**src/rtl/pc_ctrl.sv**
```systemverilog
// pc_ctrl: program counter control for the fetch stage.
// Tracks the fetch PC through a BOOT/RUN/HALT FSM and applies trap, mret,
// redirect, stall and sequential updates in fixed priority order. The PC
// advance count and the PC captured at the last trap are also kept here.
// Optional feature macro: PC_COMPRESSED_EN (16-bit instruction support:
// 2-byte increments and halfword-aligned redirect targets).
module pc_ctrl #(
  parameter int              XLEN         = 32,
  parameter logic [XLEN-1:0] RESET_VECTOR = 32'h0000_1000,
  parameter logic [XLEN-1:0] TRAP_VECTOR  = 32'h0000_0100
) (
  input  logic            clk,
  input  logic            rst,
  input  logic            stall,
  input  logic            redirect_valid,
  input  logic [XLEN-1:0] redirect_target,
  input  logic            trap,
  input  logic            mret,
  input  logic            halt,
  input  logic            resume,
  input  logic            inst_half,
  output logic [XLEN-1:0] pc,
  output logic [XLEN-1:0] pc_plus,
  output logic            pc_valid,
  output logic [XLEN-1:0] epc,
  output logic            misaligned,
  output logic [31:0]     retired,
  output logic [1:0]      state
);

  typedef enum logic [1:0] {
    BOOT = 2'b00,
    RUN  = 2'b01,
    HALT = 2'b10
  } state_t;

  state_t          state_q, state_d;
  logic [XLEN-1:0] pc_q, pc_d;
  logic [XLEN-1:0] epc_q, epc_d;
  logic [31:0]     ret_q, ret_d;
  logic            mis_q, mis_d;
  logic [XLEN-1:0] incr;
  logic            tgt_mis;

`ifdef PC_COMPRESSED_EN
  // 16-bit instructions advance by 2; only byte-odd targets are illegal
  assign incr    = inst_half ? XLEN'(2) : XLEN'(4);
  assign tgt_mis = redirect_target[0];
`else
  // Fixed 4-byte instructions; the half-size hint has no meaning here
  logic unused_inst_half;
  assign unused_inst_half = inst_half;
  assign incr    = XLEN'(4);
  assign tgt_mis = |redirect_target[1:0];
`endif

  // Sequential address wraps naturally modulo 2^XLEN
  assign pc_plus    = pc_q + incr;
  assign pc         = pc_q;
  assign epc        = epc_q;
  assign retired    = ret_q;
  assign misaligned = mis_q;
  assign state      = state_q;
  assign pc_valid   = (state_q == RUN);

  // State register; reset drops any update that was about to land
  always_ff @(posedge clk or negedge rst) begin
    if (!rst) begin
      state_q <= BOOT;
      pc_q    <= RESET_VECTOR;
      epc_q   <= '0;
      ret_q   <= '0;
      mis_q   <= 1'b0;
    end else begin
      state_q <= state_d;
      pc_q    <= pc_d;
      epc_q   <= epc_d;
      ret_q   <= ret_d;
      mis_q   <= mis_d;
    end
  end

  // Next-state and next-PC selection: trap > mret > bad redirect > redirect > stall > seq
  always_comb begin
    state_d = state_q;
    pc_d    = pc_q;
    epc_d   = epc_q;
    ret_d   = ret_q;
    mis_d   = 1'b0;
    case (state_q)
      BOOT: state_d = RUN;
      RUN: begin
        if (trap) begin
          // A trap also cancels a same-cycle halt request
          pc_d  = TRAP_VECTOR;
          epc_d = pc_q;
        end else begin
          if (mret) begin
            pc_d  = epc_q;
            ret_d = ret_q + 32'd1;
          end else if (redirect_valid && !stall && tgt_mis) begin
            // Bad target is handled like a trap, flagged for one cycle
            pc_d  = TRAP_VECTOR;
            epc_d = pc_q;
            mis_d = 1'b1;
          end else if (redirect_valid && !stall) begin
            pc_d  = redirect_target;
            ret_d = ret_q + 32'd1;
          end else if (!stall) begin
            pc_d  = pc_plus;
            ret_d = ret_q + 32'd1;
          end
          if (halt) state_d = HALT;
        end
      end
      HALT: begin
        if (resume && !halt) state_d = RUN;
      end
      default: state_d = BOOT;
    endcase
  end

endmodule

```
**config.mk**
```make
export PLATFORM = sky130hd
export DESIGN_NAME = pc_ctrl
export DESIGN_NICKNAME = d
export VERILOG_FILES = /design/src/rtl/pc_ctrl.sv
export SDC_FILE = /design/constraint.sdc
export NUM_CORES = 1
export LEC_CHECK = 0
export ABC_CLOCK_PERIOD_IN_PS = 5000
export BUFFER_PORTS_ARGS = -buffer_cell sky130_fd_sc_hd__buf_4
export CAP_MARGIN = 20
export CORE_MARGIN = 2
export CORE_UTILIZATION = 40
export CTS_CLUSTER_SIZE = 20
export DETAILED_ROUTE_END_ITERATION = 10
export PLACE_DENSITY_LB_ADDON = 0.25
export RECOVER_POWER = 100
export SYNTH_ARGS = -nofsm -noshare
export SYNTH_HDL_FRONTEND = slang
export SYNTH_SLANG_ARGS = --single-unit
```
**constraint.sdc**
```tcl
create_clock -name clk -period 5 [get_ports clk]
set_input_delay 1 -clock clk [delete_from_list [all_inputs] [get_ports clk]]
set_output_delay 1 -clock clk [all_outputs]
set_load 0.01 [all_outputs]
```
# Yosys cells after proc, flatten, opt, wreduce, memory -nomap -nowiden
# Index checks and enable logic that the tools add are counted.
[word_totals] n_memories=0 ramBits=0 in_bits=41 latch_bits=0 ff_bits=99 romBits=0 output_inout_bits=132
[classes] reduce_logical=12 magnitude_cmp=0 div=0 n_bitwise=1 mul=0 mux=20 n_shift=0 addsub=2 eq_ne=9
[op_table] operator="two-way mux 32 bit" count=12
[op_table] operator="adder 32 x 1 -> 32 bit (second input constant)" count=1
[op_table] operator="adder 32 x 3 -> 32 bit (second input constant)" count=1
[op_table] operator="inequality test 2 bit (second input constant)" count=5
[op_table] operator="two-way mux 2 bit" count=3
[op_table] operator="case mux 2 bit (3 select lines)" count=1
[op_table] operator="AND reduction 3 bit" count=2
[op_table] operator="inequality test 5 x 1 -> 1 bit (second input constant)" count=1
[op_table] operator="two-way mux 1 bit" count=4
[op_table] operator="AND reduction 4 bit" count=1
[op_table] operator="logical AND 1 bit" count=3
[op_table] operator="inequality test 3 x 1 -> 1 bit (second input constant)" count=1
[op_table] operator="equality test 2 x 1 -> 1 bit (second input constant)" count=1
[op_table] operator="equality test 2 bit (second input constant)" count=1
[op_table] operator="zero test 1 bit" count=2
[op_table] operator="zero test 2 bit" count=1
[op_table] operator="AND reduction 2 bit" count=1
[op_table] operator="nonzero test 2 bit" count=1
[op_table] operator="OR reduction 2 bit" count=1
[op_table] operator="NOT 1 bit" count=1

# Longest topological paths before layout
[logic_depth] word_depth=7 depth_mapped=7

# Worst setup path after synthesis
# Ideal clock, no wire load.
[synth_path] kind="register to output" startpoint="register pc_q[12] (netlist: pc[12])" endpoint="output pc_plus[30]" t_arrival_ns=1.776 path_stages_with_launch=6 path_slack_ns=2.224 required_time_ns=4.000 path_cell_list="dfstp_2 > nand4_1 > nor4_4 > buf_6 > nand4_1 > xnor2_1"
[synth_between] elab_chain_cells=1
[synth_rtl] element="start: declaration" line="38" text="logic [XLEN-1:0] pc_q, pc_d;"
[synth_rtl] element="start signal: assignment" line="76" text="pc_q <= pc_d;"
[synth_rtl] element="adder 32 x 3 -> 32 bit" line="58" text="assign pc_plus = pc_q + incr;"
[synth_rtl] element="end: declaration" line="23" text="output logic [XLEN-1:0] pc_plus,"
# Every way passes these cells.

# Final worst setup path
[layout_path] startpoint="input stall" endpoint="register epc_q[18] (netlist: epc[18])"
[layout_between] elab_chain_cells=5
[layout_rtl] element="start: declaration" line="14" text="input logic stall,"
[layout_rtl] element="zero test 1 bit"
[layout_rtl] element="logical AND 1 bit (2 in a row)" line="101" text="end else if (redirect_valid && !stall && tgt_mis) begin"
[layout_rtl] element="nonzero test 2 bit (no line)"
[layout_rtl] element="AND reduction 3 bit (no line)"
[layout_rtl] element="end signal: assignment" line="77" text="epc_q <= epc_d;"
[layout_rtl] element="end: declaration" line="39" text="logic [XLEN-1:0] epc_q, epc_d;"
# Every way passes these cells.
# A chain may end at the register's enable or synchronous reset.

==> reports/results.ini <==
[setup_path]
cp.required_ns = 5.23
worst-path-buf-inv = 3
path_common_cell = clkbuf_1
crit_type = input port to flip-flop
crit_family = buffers and inverters
crit_fanout = 29
start_kind = input port
crit_path_end_kind = flip-flop
worst_path_max_delay_cell = clkbuf_1
cp_cell_sequence = clkbuf_1 -> nand2b_1 -> clkbuf_1 -> nor3_1 -> o21a_1 -> clkbuf_1 -> mux2_2
max_stage_delay_ns = 1.06
cp_data_arrival_time_ns = 4.36

[timing]
relSlewSlack_pct = -79.0
setup_tns_ns = 0
holdWs_ns = 0.477
rsz0062_at_grt = false
slew_violations = 62
clock-skew-final_ns = 0.0112
min_period_ns = 4.12
setup_violations = 0
setup_slack_ns = 0.878
hold_viol = 0
worst_slew_pin_slew_ns = 2.68
fin_crit_sh_pct = 82.4
fmax_ghz = 0.243

[yosys]
syn_inst = 493
synth_common_cells = dfrtp_1 (98), nand2_1 (50), xnor2_1 (49)
synth_top_area_cell = dfrtp_1
synth-seq-area-share_pct = 47.6
ys_types = 52
syn-num-nets = 537
synth_area_leaders = dfrtp_1 (47%), xnor2_1 (8.2%), mux2_2 (7.4%)
ys_seq_elements = 99
synth.most_common_cell = dfrtp_1
synth_edf_count = 0
ys.flop_type = dfrtp_1
synth.yosys.warnings = 0
synth_area_per_cell_um2 = 10.6
netlist_area_mm2 = 0.00521
synth_top_area_share_pct = 47.1
ys_async_sr_fraction_pct = 100

[die]
die_w_um = 118
die_h_um = 118
core_mm2 = 0.0127
die_area_mm2 = 0.0139
ioPinCount = 173
start_util_pct = 41.1
rows = 41

[power]
power_mw = 2.68
clock_power_share_pct = 28.4
power.switching_uw = 969
combPwrFrac_pct = 28.7
ir_worst_vdd_mv = 0.320
p_leak_nw = 2.74
internal_power_mw = 1.72
swShare_pct = 36.1
p_per_area_mw_per_mm2 = 421
power_frac_seq_pct = 42.9

[job]
max-cap-violations = 3

[final_layout]
area_growth_pct = 22.4
final_cell_area_mm2 = 0.00637
drive_gt1_share_pct = 14.8
diodes = 0
fin_nets = 694

[route]
first_iter_violations = 281
viasPerCell = 5.48
vias = 4535
wl_um = 14700
wl_per_cell_um = 17.8
postRouteAntennaNets = 0
first_pass_iters = 5
drcViolationCount = 0

[clocking]
path_clk_slew_ns = 0.07
cts_resized = 0
cts_max_level = 3
tritoncts = built
post_cts_buffers = 0
cts-root-buf = clkbuf_16
cts_buffers = 9
clock_path_buffers = 2
insertion_delay_ns = 0.35
cts_sinks = 99
ctsHoldBuffers = 0

[placement]
hpwl_um = 10300
place_ws_ns = 1.66
port_buffers = 171
gp_congestion = 0.788
placed_area_mm2 = 0.00662

[outcome]
outcome = finished with violations
failed_checks = capacitance limit, slew limit

[global_routing]
grt_pass1_vias = 4425
grt_overflow = 0
track_usage_pct = 21.1
grt_max_degree = 52
grt_pass1_wl_um = 23400
antenna_found_initial = 0

[min_path]
min_path_type = flip-flop to flip-flop

layout make-up:
| type | instances | area, um^2 |
|---|---|---|
| Sequential cell | 99 | 2480 |
| Inverter | 9 | 33.8 |
| Fill cell | 1288 | 6300 |
| Tap cell | 172 | 215 |
| Clock inverter | 6 | 88.8 |
| Multi-Input combinational cell | 354 | 2500 |
| Clock buffer | 10 | 239 |
| Timing Repair Buffer | 177 | 818 |
worst reg2reg max path, delay by kind of cell, from the launching register on:
kind	cells	cell delay [ns]
xor gates and xnor gates	1	0.21
and+or+nand+nor	3	2.37
AOI/OAI and AO/OA	1	0.44
DFF	1	0.43
stage by stage:
stage          util (%)  std cells
6_report           50.3        827
3_3_place_gp       52.2        811
2_1_floorplan         -        493
4_1_cts            54.8        827
3_5_place_dp       52.2        811
5_1_grt            50.3        827
final timing paths:
kind | from | slack (ns) | cells past startpoint | to
worst max-delay path | stall | 0.88 | 7 | epc[18]
worst min-delay path | retired[31] | 0.48 | 1 | retired[31]
worst max register to register | state[1] | 1.43 | 5 | retired[17]
worst min register to register | retired[31] | 0.48 | 1 | retired[31]
max in group asynchronous | rst | 1.68 | 2 | pc[9]
min in group asynchronous | rst | 1.49 | 1 | retired[9]
routing by layer:
| layer | vias up | part of all wire (%) | global-route usage (%) |
|---|---|---|---|
| li1 | 2118 | - | - |
| met1 | 2240 | 43 | 26.5 |
| met2 | 160 | 48 | 34.4 |
| met3 | 17 | 6.9 | 6.83 |
| met4 | 0 | 1.8 | 6.78 |
| met5 | - | 0 | 0 |
sequential cells by signal (all words and copies together) (netlist names):
name and count:
pc 32, retired 32, epc 32, state 2, misaligned 1
power groups by stage:
stage	logic [mW]	clock network [mW]	registers, mW
5_1_grt	0.843	0.810	1.18
3_3_place_gp	0.947	0	1.16
4_1_cts	0.958	0.776	1.16
2_1_floorplan	0.449	0	1.18
6_report	0.770	0.762	1.15
3_5_place_dp	0.954	0	1.17
kinds of logic after synthesis:
kind of cell	after synthesis	share of synthesized area (%)
AOI/OAI and AO/OA	83	12.2
muxes	36	7.74
and+or+nand+nor	173	18.4
xor gates and xnor gates	59	9.92
adders and majority gates	3	0.721
DFF	99	47.6
buffers and inverters	40	3.44
placed cells by master (no fill, tap or decap), types with 2 or more instances in the layout:
cell type and n:
xnor2_1 49, clkinvlp_4 2, and4_1 5, xor2_1 10
o21bai_1 3, nand4_1 22, mux2_2 34, nor4_1 6
a221o_1 10, buf_4 41, a222oi_1 5, bufinv_16 2
a32oi_1 2, o22ai_1 2, o311ai_0 2, mux2i_1 2
o21ai_0 18, a31oi_1 3, ha_1 3, nand2_1 50
a32o_1 3, nand2b_1 5, nor3_1 7, nand3_1 30
dfrtp_1 98, and3_1 9, a22oi_1 6, a21oi_1 9
nor2b_1 2, nor2_1 23, inv_1 9, nor4b_1 3
o211ai_1 3, and2_1 2, clkbuf_16 9, a22o_1 10
clkbuf_1 136
(Power assumes the default switching activity.)
